==> config.mk <==
export PLATFORM = sky130hd
export DESIGN_NAME = pc_fetch_unit_flat
export DESIGN_NICKNAME = d
export VERILOG_FILES = /design/src/rtl/pc_fetch_unit_pkg.sv /design/src/rtl/pc_fetch_unit_if.sv /design/src/rtl/pc_fetch_unit_ras.sv /design/src/rtl/pc_fetch_unit.sv /design/src/flat_wrapper.sv
export SDC_FILE = /design/constraint.sdc
export NUM_CORES = 1
export LEC_CHECK = 0
export ABC_AREA = 0
export BUFFER_PORTS_ARGS = -buffer_cell sky130_fd_sc_hd__buf_2
export CORE_MARGIN = 2
export CORE_UTILIZATION = 30
export CTS_CLUSTER_SIZE = 40
export DETAILED_ROUTE_END_ITERATION = 10
export HOLD_SLACK_MARGIN = 0.02
export MAX_ROUTING_LAYER = met4
export REMOVE_ABC_BUFFERS = 1
export SKIP_CTS_REPAIR_TIMING = 1
export SLEW_MARGIN = 15
export SYNTH_ARGS = -nofsm -noshare
export SYNTH_HDL_FRONTEND = slang
export SYNTH_SLANG_ARGS = --single-unit
==> constraint.sdc <==
create_clock -name clk -period 8.4 [get_ports clk]
set_input_delay 0.42 -clock clk [delete_from_list [all_inputs] [get_ports clk]]
set_output_delay 0.42 -clock clk [all_outputs]
set_load 0.005 [all_outputs]
==> src/rtl/pc_fetch_unit_pkg.sv <==
// Shared types and default constants for the PC fetch unit.
// The next-PC source encoding is also driven onto the pc_src status output.
package pc_pkg;

    localparam int unsigned XLEN_DEF         = 32;
    localparam int unsigned INC_DEF          = 4;
    localparam logic [31:0] RESET_VECTOR_DEF = 32'h0000_0000;

    typedef enum logic [2:0] {
        SRC_RESET,
        SRC_REDIRECT,
        SRC_HOLD,
        SRC_RET,
        SRC_JUMP,
        SRC_SEQ
    } pc_src_e;

endpackage

==> src/rtl/pc_fetch_unit_if.sv <==
// Control and status bundle between the pipeline and the PC fetch unit.
// The master drives the control inputs; the slave (the fetch unit) drives PC and RAS status.
interface pc_fetch_unit_if
    import pc_pkg::*;
#(
    parameter int unsigned XLEN = XLEN_DEF
);

    logic            stall;
    logic            redirect_valid;
    logic [XLEN-1:0] redirect_pc;
    logic            jump_valid;
    logic [XLEN-1:0] jump_target;
    logic            jump_is_call;
    logic            ret_valid;

    logic [XLEN-1:0] pc_out;
    logic [XLEN-1:0] pc_next;
    pc_src_e         pc_src;
    logic            ras_empty;
    logic            ras_full;
    logic            ras_overflow;
    logic            ras_underflow;

    modport master (
        output stall, redirect_valid, redirect_pc, jump_valid, jump_target, jump_is_call,
               ret_valid,
        input  pc_out, pc_next, pc_src, ras_empty, ras_full, ras_overflow, ras_underflow
    );

    modport slave (
        input  stall, redirect_valid, redirect_pc, jump_valid, jump_target, jump_is_call,
               ret_valid,
        output pc_out, pc_next, pc_src, ras_empty, ras_full, ras_overflow, ras_underflow
    );

endinterface

==> src/rtl/pc_fetch_unit_ras.sv <==
// Circular return-address stack.  When it is full, a push overwrites the oldest entry and
// raises overflow.  A pop from an empty stack raises underflow.  Both are one-cycle pulses.
module ras_stack #(
    parameter int unsigned XLEN      = 32,
    parameter int unsigned RAS_DEPTH = 4
) (
    input  logic            clk,
    input  logic            rst,
    input  logic            push,
    input  logic            pop,
    input  logic [XLEN-1:0] push_data,
    output logic [XLEN-1:0] top_data,
    output logic            empty,
    output logic            full,
    output logic            overflow,
    output logic            underflow
);

    localparam int unsigned PtrW = $clog2(RAS_DEPTH);
    localparam int unsigned CntW = PtrW + 1;

    logic [XLEN-1:0] mem_q [RAS_DEPTH];
    logic [PtrW-1:0] ptr_q, ptr_d;
    logic [CntW-1:0] cnt_q, cnt_d;
    logic            ovf_q, ovf_d;
    logic            unf_q, unf_d;

    // ptr_q is the next free slot; once the stack is full it also indexes the oldest entry.
    assign top_data  = mem_q[ptr_q - PtrW'(1)];
    assign empty     = (cnt_q == '0);
    assign full      = (cnt_q == CntW'(RAS_DEPTH));
    assign overflow  = ovf_q;
    assign underflow = unf_q;

    always_comb begin
        ptr_d = ptr_q;
        cnt_d = cnt_q;
        ovf_d = 1'b0;
        unf_d = 1'b0;
        if (push) begin
            ptr_d = ptr_q + PtrW'(1);
            if (full) begin
                ovf_d = 1'b1;
            end else begin
                cnt_d = cnt_q + CntW'(1);
            end
        end else if (pop) begin
            if (empty) begin
                unf_d = 1'b1;
            end else begin
                ptr_d = ptr_q - PtrW'(1);
                cnt_d = cnt_q - CntW'(1);
            end
        end
    end

    always_ff @(posedge clk) begin
        if (rst) begin
            ptr_q <= '0;
            cnt_q <= '0;
            ovf_q <= 1'b0;
            unf_q <= 1'b0;
        end else begin
            ptr_q <= ptr_d;
            cnt_q <= cnt_d;
            ovf_q <= ovf_d;
            unf_q <= unf_d;
        end
    end

    // The stack entries have no reset; they are invalidated through cnt_q.
    always_ff @(posedge clk) begin
        if (!rst && push) begin
            mem_q[ptr_q] <= push_data;
        end
    end

endmodule

==> src/rtl/pc_fetch_unit.sv <==
// Program-counter generator.  It selects the next PC from reset, redirect, stall, return,
// jump or sequential sources in that priority order, and keeps a return-address stack.
module pc_fetch_unit
    import pc_pkg::*;
#(
    parameter int unsigned    XLEN         = XLEN_DEF,
    parameter logic [XLEN-1:0] RESET_VECTOR = XLEN'(RESET_VECTOR_DEF),
    parameter int unsigned    INC          = INC_DEF,
    parameter int unsigned    RAS_DEPTH    = 4
) (
    input logic               clk,
    input logic               rst,
    pc_fetch_unit_if.slave    fif
);

    logic [XLEN-1:0] pc_q, pc_d, pc_seq;
    pc_src_e         src;
    logic            ras_push, ras_pop;
    logic [XLEN-1:0] ras_top;
    logic            ras_empty, ras_full, ras_ovf, ras_unf;

    assign pc_seq = pc_q + XLEN'(INC);

    always_comb begin
        pc_d     = pc_seq;
        src      = SRC_SEQ;
        ras_push = 1'b0;
        ras_pop  = 1'b0;
        if (rst) begin
            pc_d = RESET_VECTOR;
            src  = SRC_RESET;
        end else if (fif.redirect_valid) begin
            pc_d = fif.redirect_pc;
            src  = SRC_REDIRECT;
        end else if (fif.stall) begin
            pc_d = pc_q;
            src  = SRC_HOLD;
        end else if (fif.ret_valid) begin
            // A return with an empty stack falls through to the sequential PC.
            ras_pop = 1'b1;
            if (!ras_empty) begin
                pc_d = ras_top;
                src  = SRC_RET;
            end
        end else if (fif.jump_valid) begin
            pc_d     = fif.jump_target;
            src      = SRC_JUMP;
            ras_push = fif.jump_is_call;
        end
    end

    always_ff @(posedge clk) begin
        if (rst) begin
            pc_q <= RESET_VECTOR;
        end else begin
            pc_q <= pc_d;
        end
    end

    ras_stack #(
        .XLEN      (XLEN),
        .RAS_DEPTH (RAS_DEPTH)
    ) u_ras (
        .clk       (clk),
        .rst       (rst),
        .push      (ras_push),
        .pop       (ras_pop),
        .push_data (pc_seq),
        .top_data  (ras_top),
        .empty     (ras_empty),
        .full      (ras_full),
        .overflow  (ras_ovf),
        .underflow (ras_unf)
    );

    assign fif.pc_out        = pc_q;
    assign fif.pc_next       = pc_d;
    assign fif.pc_src        = src;
    assign fif.ras_empty     = ras_empty;
    assign fif.ras_full      = ras_full;
    assign fif.ras_overflow  = ras_ovf;
    assign fif.ras_underflow = ras_unf;

endmodule

==> src/flat_wrapper.sv <==
// flat-port wrapper written by rule: the top's interface ports become plain ports
module pc_fetch_unit_flat import pc_pkg::*;
#(
    parameter int unsigned    XLEN         = XLEN_DEF,
    parameter logic [XLEN-1:0] RESET_VECTOR = XLEN'(RESET_VECTOR_DEF),
    parameter int unsigned    INC          = INC_DEF,
    parameter int unsigned    RAS_DEPTH    = 4
)
  (clk, rst, fif_stall, fif_redirect_valid, fif_redirect_pc, fif_jump_valid, fif_jump_target, fif_jump_is_call, fif_ret_valid, fif_pc_out, fif_pc_next, fif_pc_src, fif_ras_empty, fif_ras_full, fif_ras_overflow, fif_ras_underflow);
  pc_fetch_unit_if #(.XLEN(XLEN)) fif_i ();
  input logic clk;
  input logic rst;
  input wire logic [$bits(fif_i.stall)-1:0] fif_stall;
  input wire logic [$bits(fif_i.redirect_valid)-1:0] fif_redirect_valid;
  input wire logic [$bits(fif_i.redirect_pc)-1:0] fif_redirect_pc;
  input wire logic [$bits(fif_i.jump_valid)-1:0] fif_jump_valid;
  input wire logic [$bits(fif_i.jump_target)-1:0] fif_jump_target;
  input wire logic [$bits(fif_i.jump_is_call)-1:0] fif_jump_is_call;
  input wire logic [$bits(fif_i.ret_valid)-1:0] fif_ret_valid;
  output wire logic [$bits(fif_i.pc_out)-1:0] fif_pc_out;
  output wire logic [$bits(fif_i.pc_next)-1:0] fif_pc_next;
  output wire logic [$bits(fif_i.pc_src)-1:0] fif_pc_src;
  output wire logic [$bits(fif_i.ras_empty)-1:0] fif_ras_empty;
  output wire logic [$bits(fif_i.ras_full)-1:0] fif_ras_full;
  output wire logic [$bits(fif_i.ras_overflow)-1:0] fif_ras_overflow;
  output wire logic [$bits(fif_i.ras_underflow)-1:0] fif_ras_underflow;
  assign fif_i.stall = fif_stall;
  assign fif_i.redirect_valid = fif_redirect_valid;
  assign fif_i.redirect_pc = fif_redirect_pc;
  assign fif_i.jump_valid = fif_jump_valid;
  assign fif_i.jump_target = fif_jump_target;
  assign fif_i.jump_is_call = fif_jump_is_call;
  assign fif_i.ret_valid = fif_ret_valid;
  assign fif_pc_out = fif_i.pc_out;
  assign fif_pc_next = fif_i.pc_next;
  assign fif_pc_src = fif_i.pc_src;
  assign fif_ras_empty = fif_i.ras_empty;
  assign fif_ras_full = fif_i.ras_full;
  assign fif_ras_overflow = fif_i.ras_overflow;
  assign fif_ras_underflow = fif_i.ras_underflow;
  pc_fetch_unit #(.XLEN(XLEN), .RESET_VECTOR(RESET_VECTOR), .INC(INC), .RAS_DEPTH(RAS_DEPTH)) u_core (.clk(clk), .rst(rst), .fif(fif_i));
endmodule
Word-level counts from Yosys, hierarchy flattened
Memory sizes are Yosys's and may differ from the RTL's.
Index checks and enable logic that the tools add are counted.
{ "totals": {"input_bits": 71, "register_bits": 39, "output_inout_bits": 71, "ramBits": 128, "memories": 1, "wordCells": 56} }
{ "classes": {"muxes": 32, "n_eq_ne": 3, "reduce_logical": 8, "n_bitwise": 2, "add_sub_neg": 5} }
{ "mem_list": {"columns": ["name", "depth", "width", "read_ports", "rd_ports_with_merged_regs", "wr", "line", "source"], "rows": [
  ["u_core.u_ras.mem_q", 4, 32, 1, 0, 1, "pc_fetch_unit_ras.sv:22", "logic [XLEN-1:0] mem_q [RAS_DEPTH];"]
]} }
{ "op_table": {"columns": ["op", "count"], "rows": [
  ["2-to-1 mux 32 bit", 6],
  ["adder 32 x 3 -> 32 bit, second input constant", 1],
  ["2-to-1 mux 3 bit", 9],
  ["2-to-1 mux 1 bit", 14],
  ["2-to-1 mux 2 bit", 3],
  ["inequality test 2 bit, second input constant", 2],
  ["adder 3 x 1 -> 3 bit, second input constant", 1],
  ["equality test 3 bit, second input constant", 1],
  ["logical NOT 3 bit", 1],
  ["AND reduction 3 bit", 1],
  ["OR reduction 3 bit", 1],
  ["subtractor 3 x 1 -> 3 bit, second input constant", 1],
  ["adder 2 x 1 -> 2 bit, second input constant", 1],
  ["NOT 1 bit", 2],
  ["AND reduction 2 bit", 1],
  ["nonzero test 2 bit", 1],
  ["OR reduction 2 bit", 1],
  ["subtractor 2 x 1 -> 2 bit, second input constant", 1],
  ["logical AND 1 bit", 1],
  ["logical NOT 1 bit", 1]
]} }

Longest topological paths before layout
{ "logic_depth": {"depth_word": 8, "ltp_mapped": 12, "ltp_nobuf": 7} }

By module
A second synthesis with hierarchy kept.
{ "unflattened": {"cells_unflattened": 641, "area_unflattened_um2": 8117.8} }
{ "modules_own_cells": {"columns": ["mod", "area_per_inst_um2", "instances", "seq_area_each_um2", "cells_per_inst"], "rows": [
  ["ras_stack", 5062.4, 1, 3983.8, 218],
  ["pc_fetch_unit", 3055.4, 1, 640.6, 423]
]} }

Least setup slack after synthesis
OpenSTA, ideal clock, no wires.
{ "synth_timing": {"kind": "reg-to-output", "startpoint": "register u_core.u_ras.ptr_q[0]", "endpoint": "output port fif_pc_next[2]", "stages_incl_launch_ff": 12, "arrival_time_ps": 2774, "n_path_buf": 5, "slack_ps": 5206, "t_required_ps": 7980, "path_cell_list": "dfxtp_1 buf_2 buf_4 buf_4 inv_1 ha_1 buf_2 clkbuf_1 mux4_2 a221oi_1 o21ai_1 a32o_1"} }
{ "synth_via": {"elab_chain_len": 7} }
{ "synth_rtl": {"columns": ["item", "line", "source"], "rows": [
  ["from (decl)", "pc_fetch_unit_ras.sv:23", "logic [PtrW-1:0] ptr_q, ptr_d;"],
  ["from (signal assigned)", "pc_fetch_unit_ras.sv:64", "ptr_q <= ptr_d;"],
  ["subtractor 2 x 1 -> 2 bit", "pc_fetch_unit_ras.sv:29", "assign top_data = mem_q[ptr_q - PtrW'(1)];"],
  ["memory read (4 x 32 bit)", null, null],
  ["2-to-1 mux 32 bit", "pc_fetch_unit.sv:41", "if (!ras_empty) begin"],
  ["2-to-1 mux 32 bit", "pc_fetch_unit.sv:38", "end else if (fif.ret_valid) begin"],
  ["2-to-1 mux 32 bit", "pc_fetch_unit.sv:35", "end else if (fif.stall) begin"],
  ["2-to-1 mux 32 bit", "pc_fetch_unit.sv:32", "end else if (fif.redirect_valid) begin"],
  ["2-to-1 mux 32 bit", "pc_fetch_unit.sv:29", "if (rst) begin"],
  ["to (decl)", "flat_wrapper.sv:21", "output wire logic [$bits(fif_i.pc_next)-1:0] fif_pc_next;"]
]} }
No other way between the ends.

Worst setup path after layout
{ "layout_timing": {"startpoint": "register u_core.u_ras.ptr_q[0]", "endpoint": "output port fif_pc_next[15]"} }
The elaborated chain is that of the path after synthesis.

==> results.md <==
- Number of port buffers: 141
- Post-detailed-route DRC marker count: 0
- Fraction of layout cells with a size suffix above 1: 0.324
- Netlist area before placement: 8130 um2
- Synthesized area divided by synthesized cell count: 13.1 um2
- Sequential Power Share: 0.489
- Max Cap Violations: 0
- I/O pin count: 142
- Post-detailed-route via-to-cell ratio: 5.42
- Required time of the critical path: 7.98 ns
- Clk root buf: sky130_fd_sc_hd__clkbuf_16
- Number of enable-type register cells in the synthesized netlist: 128
- Area Overhead vs Synth: 19.3%
- Switching power summed over all nets: 0.479 mW
- Worst EP arrival: 3.82 ns
- Critical path endpoint category: output port
- Vias: 5962
- Final RePlAce weighted congestion: 0.780
- Width of the chip: 169 um
- Setup violations, final: 0
- Vertical extent of the die: 169 um
- Num CTS Buffers: 17
- Core area: 26800 um2
- Wirelength per Cell: 21.3 um
- DRT Pass-1 Iters: 5
- Most common cell after layout, fill and taps aside: sky130_fd_sc_hd__buf_2
- Std-Cell Rows: 60
- Proportion of power drawn by the clock network: 0.414
- Number of nets in the final layout: 823
- TritonCTS clock tree: built
- Worst min-delay path category: in -> reg
- Initial Util: 0.303
- Half-perimeter wire length after detailed placement: 15600 um
- Switching share of power: 0.251
- Antenna Violating Nets Remaining: 0
- DIE AREA: 28400 um2
- Yosys warning total: 0
- Largest driver fanout on the critical path: 36
- Post-Route Setup TNS: 0 ns
- Wire length of the first global-routing pass: 35500 um
- Share of the cycle needed by the critical path after routing: 0.504
- Largest vdd supply drop: 94.1 uV
- Clock latency of the later-clocked register in the worst-skew pair: 0.43 ns
- Cell leakage power: 3.51 nW
- Worst slew margin: 0.316
- Prevailing post-synth register cell: sky130_fd_sc_hd__edfxtp_1
- Layout Skew: 0.0142 ns
- Buffers from clock root to sink, at most: 2
- Final core area utilization: 0.362
- Via count of the first global-routing pass: 6028
- Async set-reset flop share out of synthesis: 0
- Post-synthesis register bit count: 167
- Total count of hold-check failures in the final report: 0
- Grt total ovfl: 0
- Power per cell area: 197 nW/um2
- H-tree lvl count: 4
- Gate count after technology mapping: 622
- Transition time at the pin with the least slew margin: 1.03 ns
- Number of antenna violations at the first check in global routing: 1
- Number of design-rule violations left by the first detailed-router iteration: 517
- Clock edge transition at the registers on the reported setup and hold paths: 0.07 ns
- Startpoint-to-endpoint class of the critical path: reg -> out
- Final min period: 4.24 ns
- Wire length reported by the detailed router: 23500 um
- Maximum clock frequency: 236 MHz
- Most frequent cells in the layout: sky130_fd_sc_hd__buf_2 (141), sky130_fd_sc_hd__edfxtp_1 (128), sky130_fd_sc_hd__a21oi_1 (40), sky130_fd_sc_hd__dfxtp_1 (38), sky130_fd_sc_hd__nand2_1 (35)
- Unrepaired setup endpoints after global routing: false
- Sink Count: 167
- Status: completed
- P_int: 1.43 mW
- Fraction of the yosys area taken by sequential cells: 0.569
- Final number of max-transition violations: 0
- Startpoint type of the worst setup path: register
- Aggregate global-route resource usage: 0.172
- Distinct cells, synth: 65
- Logic pwr share: 0.097
- Maximum number of pins on one net before global-route repair: 56
[cells by family (layout without fill, tap and decap cells)]
kind of cell / after synthesis / after routing / share of synthesized area
AOI/OAI and AO/OA: 167 / 167 / 0.148
DFF: 167 / 167 / 0.569
and+or+nand+nor: 139 / 139 / 0.103
buffers and inverters: 81 / 218 / 0.0485
muxes: 36 / 36 / 0.0936
xor gates and xnor gates: 26 / 26 / 0.0280
adders and majority gates: 6 / 6 / 0.0102
other: 0 / 1 / 0
[state kept, by name, indices dropped and copies added, names as in the netlist]
signal	flops
u_core.fif.pc_out	32
u_core.u_ras.underflow	1
u_core.u_ras.ptr_q	2
u_core.u_ras.cnt_q	3
u_core.u_ras.overflow	1
u_core.u_ras.mem_q	128
[worst max-delay path, cell delays in order (launching register included)]
cell                       delay [ns]
sky130_fd_sc_hd__dfxtp_2         0.31
sky130_fd_sc_hd__buf_4           0.59
sky130_fd_sc_hd__inv_1           0.16
sky130_fd_sc_hd__ha_1            0.62
sky130_fd_sc_hd__buf_4           0.48
sky130_fd_sc_hd__mux4_2          0.38
sky130_fd_sc_hd__o22ai_1         0.16
sky130_fd_sc_hd__a31oi_1         0.07
sky130_fd_sc_hd__a211oi_1        0.32
sky130_fd_sc_hd__nor4_1          0.10
sky130_fd_sc_hd__buf_2           0.17
[path summary, 6_finish.rpt]
check	cells past startpoint	from	slack (ns)	end
worst max-delay path	10	u_core.u_ras.ptr_q[0]	4.16	fif_pc_next[15]
worst min-delay path	3	fif_redirect_pc[10]	0.19	u_core.fif.pc_out[10]
worst max register to register	9	u_core.u_ras.ptr_q[0]	5.07	u_core.fif.pc_out[15]
worst min register to register	0	u_core.fif.pc_out[0]	0.55	u_core.u_ras.mem_q[2][0]
[per-layer routing]
| layer | global-route usage | vias up | part of all wire |
|---|---|---|---|
| li1 | - | 2725 | - |
| met1 | 0.213 | 3003 | 0.43 |
| met2 | 0.282 | 202 | 0.49 |
| met3 | 0.0369 | 32 | 0.055 |
| met4 | 0.0543 | 0 | 0.020 |
| met5 | - | - | 0 |
[area by class of cell]
class,count,area (um2)
Fill cell,2574,17100
Sequential cell,167,4630
Multi-Input combinational cell,374,3130
Timing Repair Buffer,154,803
Clock buffer,18,429
Tap cell,341,427
Clock inverter,14,165
Inverter,32,120
Antenna cell,1,2.50
[power groups by stage]
stage	logic, mW	registers [mW]	clock network, mW
after detailed placement	0.186	0.951	0
after floorplan	0.0917	0.945	0
after global placement	0.184	0.951	0
after CTS	0.187	0.933	0.800
after global routing	0.205	0.936	0.835
final	0.186	0.933	0.789
[Yosys cell counts, types with 3 or more instances]
cell type / number / area, um2
sky130_fd_sc_hd__mux4_2: 32 / 721
sky130_fd_sc_hd__a21oi_1: 41 / 205
sky130_fd_sc_hd__o21a_1: 10 / 75.1
sky130_fd_sc_hd__dfxtp_1: 39 / 781
sky130_fd_sc_hd__o221ai_1: 15 / 131
sky130_fd_sc_hd__nand3b_1: 4 / 30.0
sky130_fd_sc_hd__o21ai_1: 4 / 20.0
sky130_fd_sc_hd__nor3_1: 11 / 55.1
sky130_fd_sc_hd__and2_1: 4 / 25.0
sky130_fd_sc_hd__a311oi_1: 4 / 35.0
sky130_fd_sc_hd__clkbuf_8: 4 / 55.1
sky130_fd_sc_hd__nand3_1: 6 / 30.0
sky130_fd_sc_hd__buf_1: 3 / 11.3
sky130_fd_sc_hd__o221a_2: 8 / 90.1
sky130_fd_sc_hd__o31a_1: 7 / 61.3
sky130_fd_sc_hd__buf_4: 5 / 37.5
sky130_fd_sc_hd__or2_2: 3 / 18.8
sky130_fd_sc_hd__a221oi_1: 23 / 201
sky130_fd_sc_hd__edfxtp_1: 128 / 3840
sky130_fd_sc_hd__o21ai_0: 16 / 80.1
sky130_fd_sc_hd__o22ai_1: 12 / 75.1
sky130_fd_sc_hd__nand2_1: 35 / 131
sky130_fd_sc_hd__inv_1: 32 / 120
sky130_fd_sc_hd__xor2_1: 12 / 105
sky130_fd_sc_hd__nand2b_1: 4 / 25.0
sky130_fd_sc_hd__nor4_1: 8 / 50.1
sky130_fd_sc_hd__mux2i_1: 4 / 40.0
sky130_fd_sc_hd__buf_2: 9 / 45.0
sky130_fd_sc_hd__a221o_1: 7 / 70.1
sky130_fd_sc_hd__nor3_2: 3 / 30.0
sky130_fd_sc_hd__a22oi_1: 3 / 22.5
sky130_fd_sc_hd__clkbuf_1: 24 / 90.1
sky130_fd_sc_hd__ha_1: 5 / 62.6
sky130_fd_sc_hd__xnor2_1: 14 / 123
sky130_fd_sc_hd__nor4_2: 4 / 50.1
sky130_fd_sc_hd__a31oi_1: 4 / 25.0
sky130_fd_sc_hd__and3_1: 5 / 31.3
sky130_fd_sc_hd__nand4_1: 10 / 62.6
sky130_fd_sc_hd__nor2_1: 24 / 90.1
[per-stage QoR]
step | instance area (um2) | instances | worst slack, ns | hold WS, ns | total power [mW]
2_1_floorplan | 7860 | 573 | 4.19 | 0.480 | 1.04
3_3_place_gp | 9100 | 1068 | 4.64 | 0.524 | 1.14
3_5_place_dp | 9100 | 1068 | 4.58 | 0.533 | 1.14
4_1_cts | 9700 | 1100 | 4.09 | 0.184 | 1.92
5_1_grt | 9700 | 1101 | 3.86 | 0.205 | 1.98
6_report | 9700 | 1101 | 4.16 | 0.193 | 1.91
Note: power is estimated with default switching activity, not from simulation.
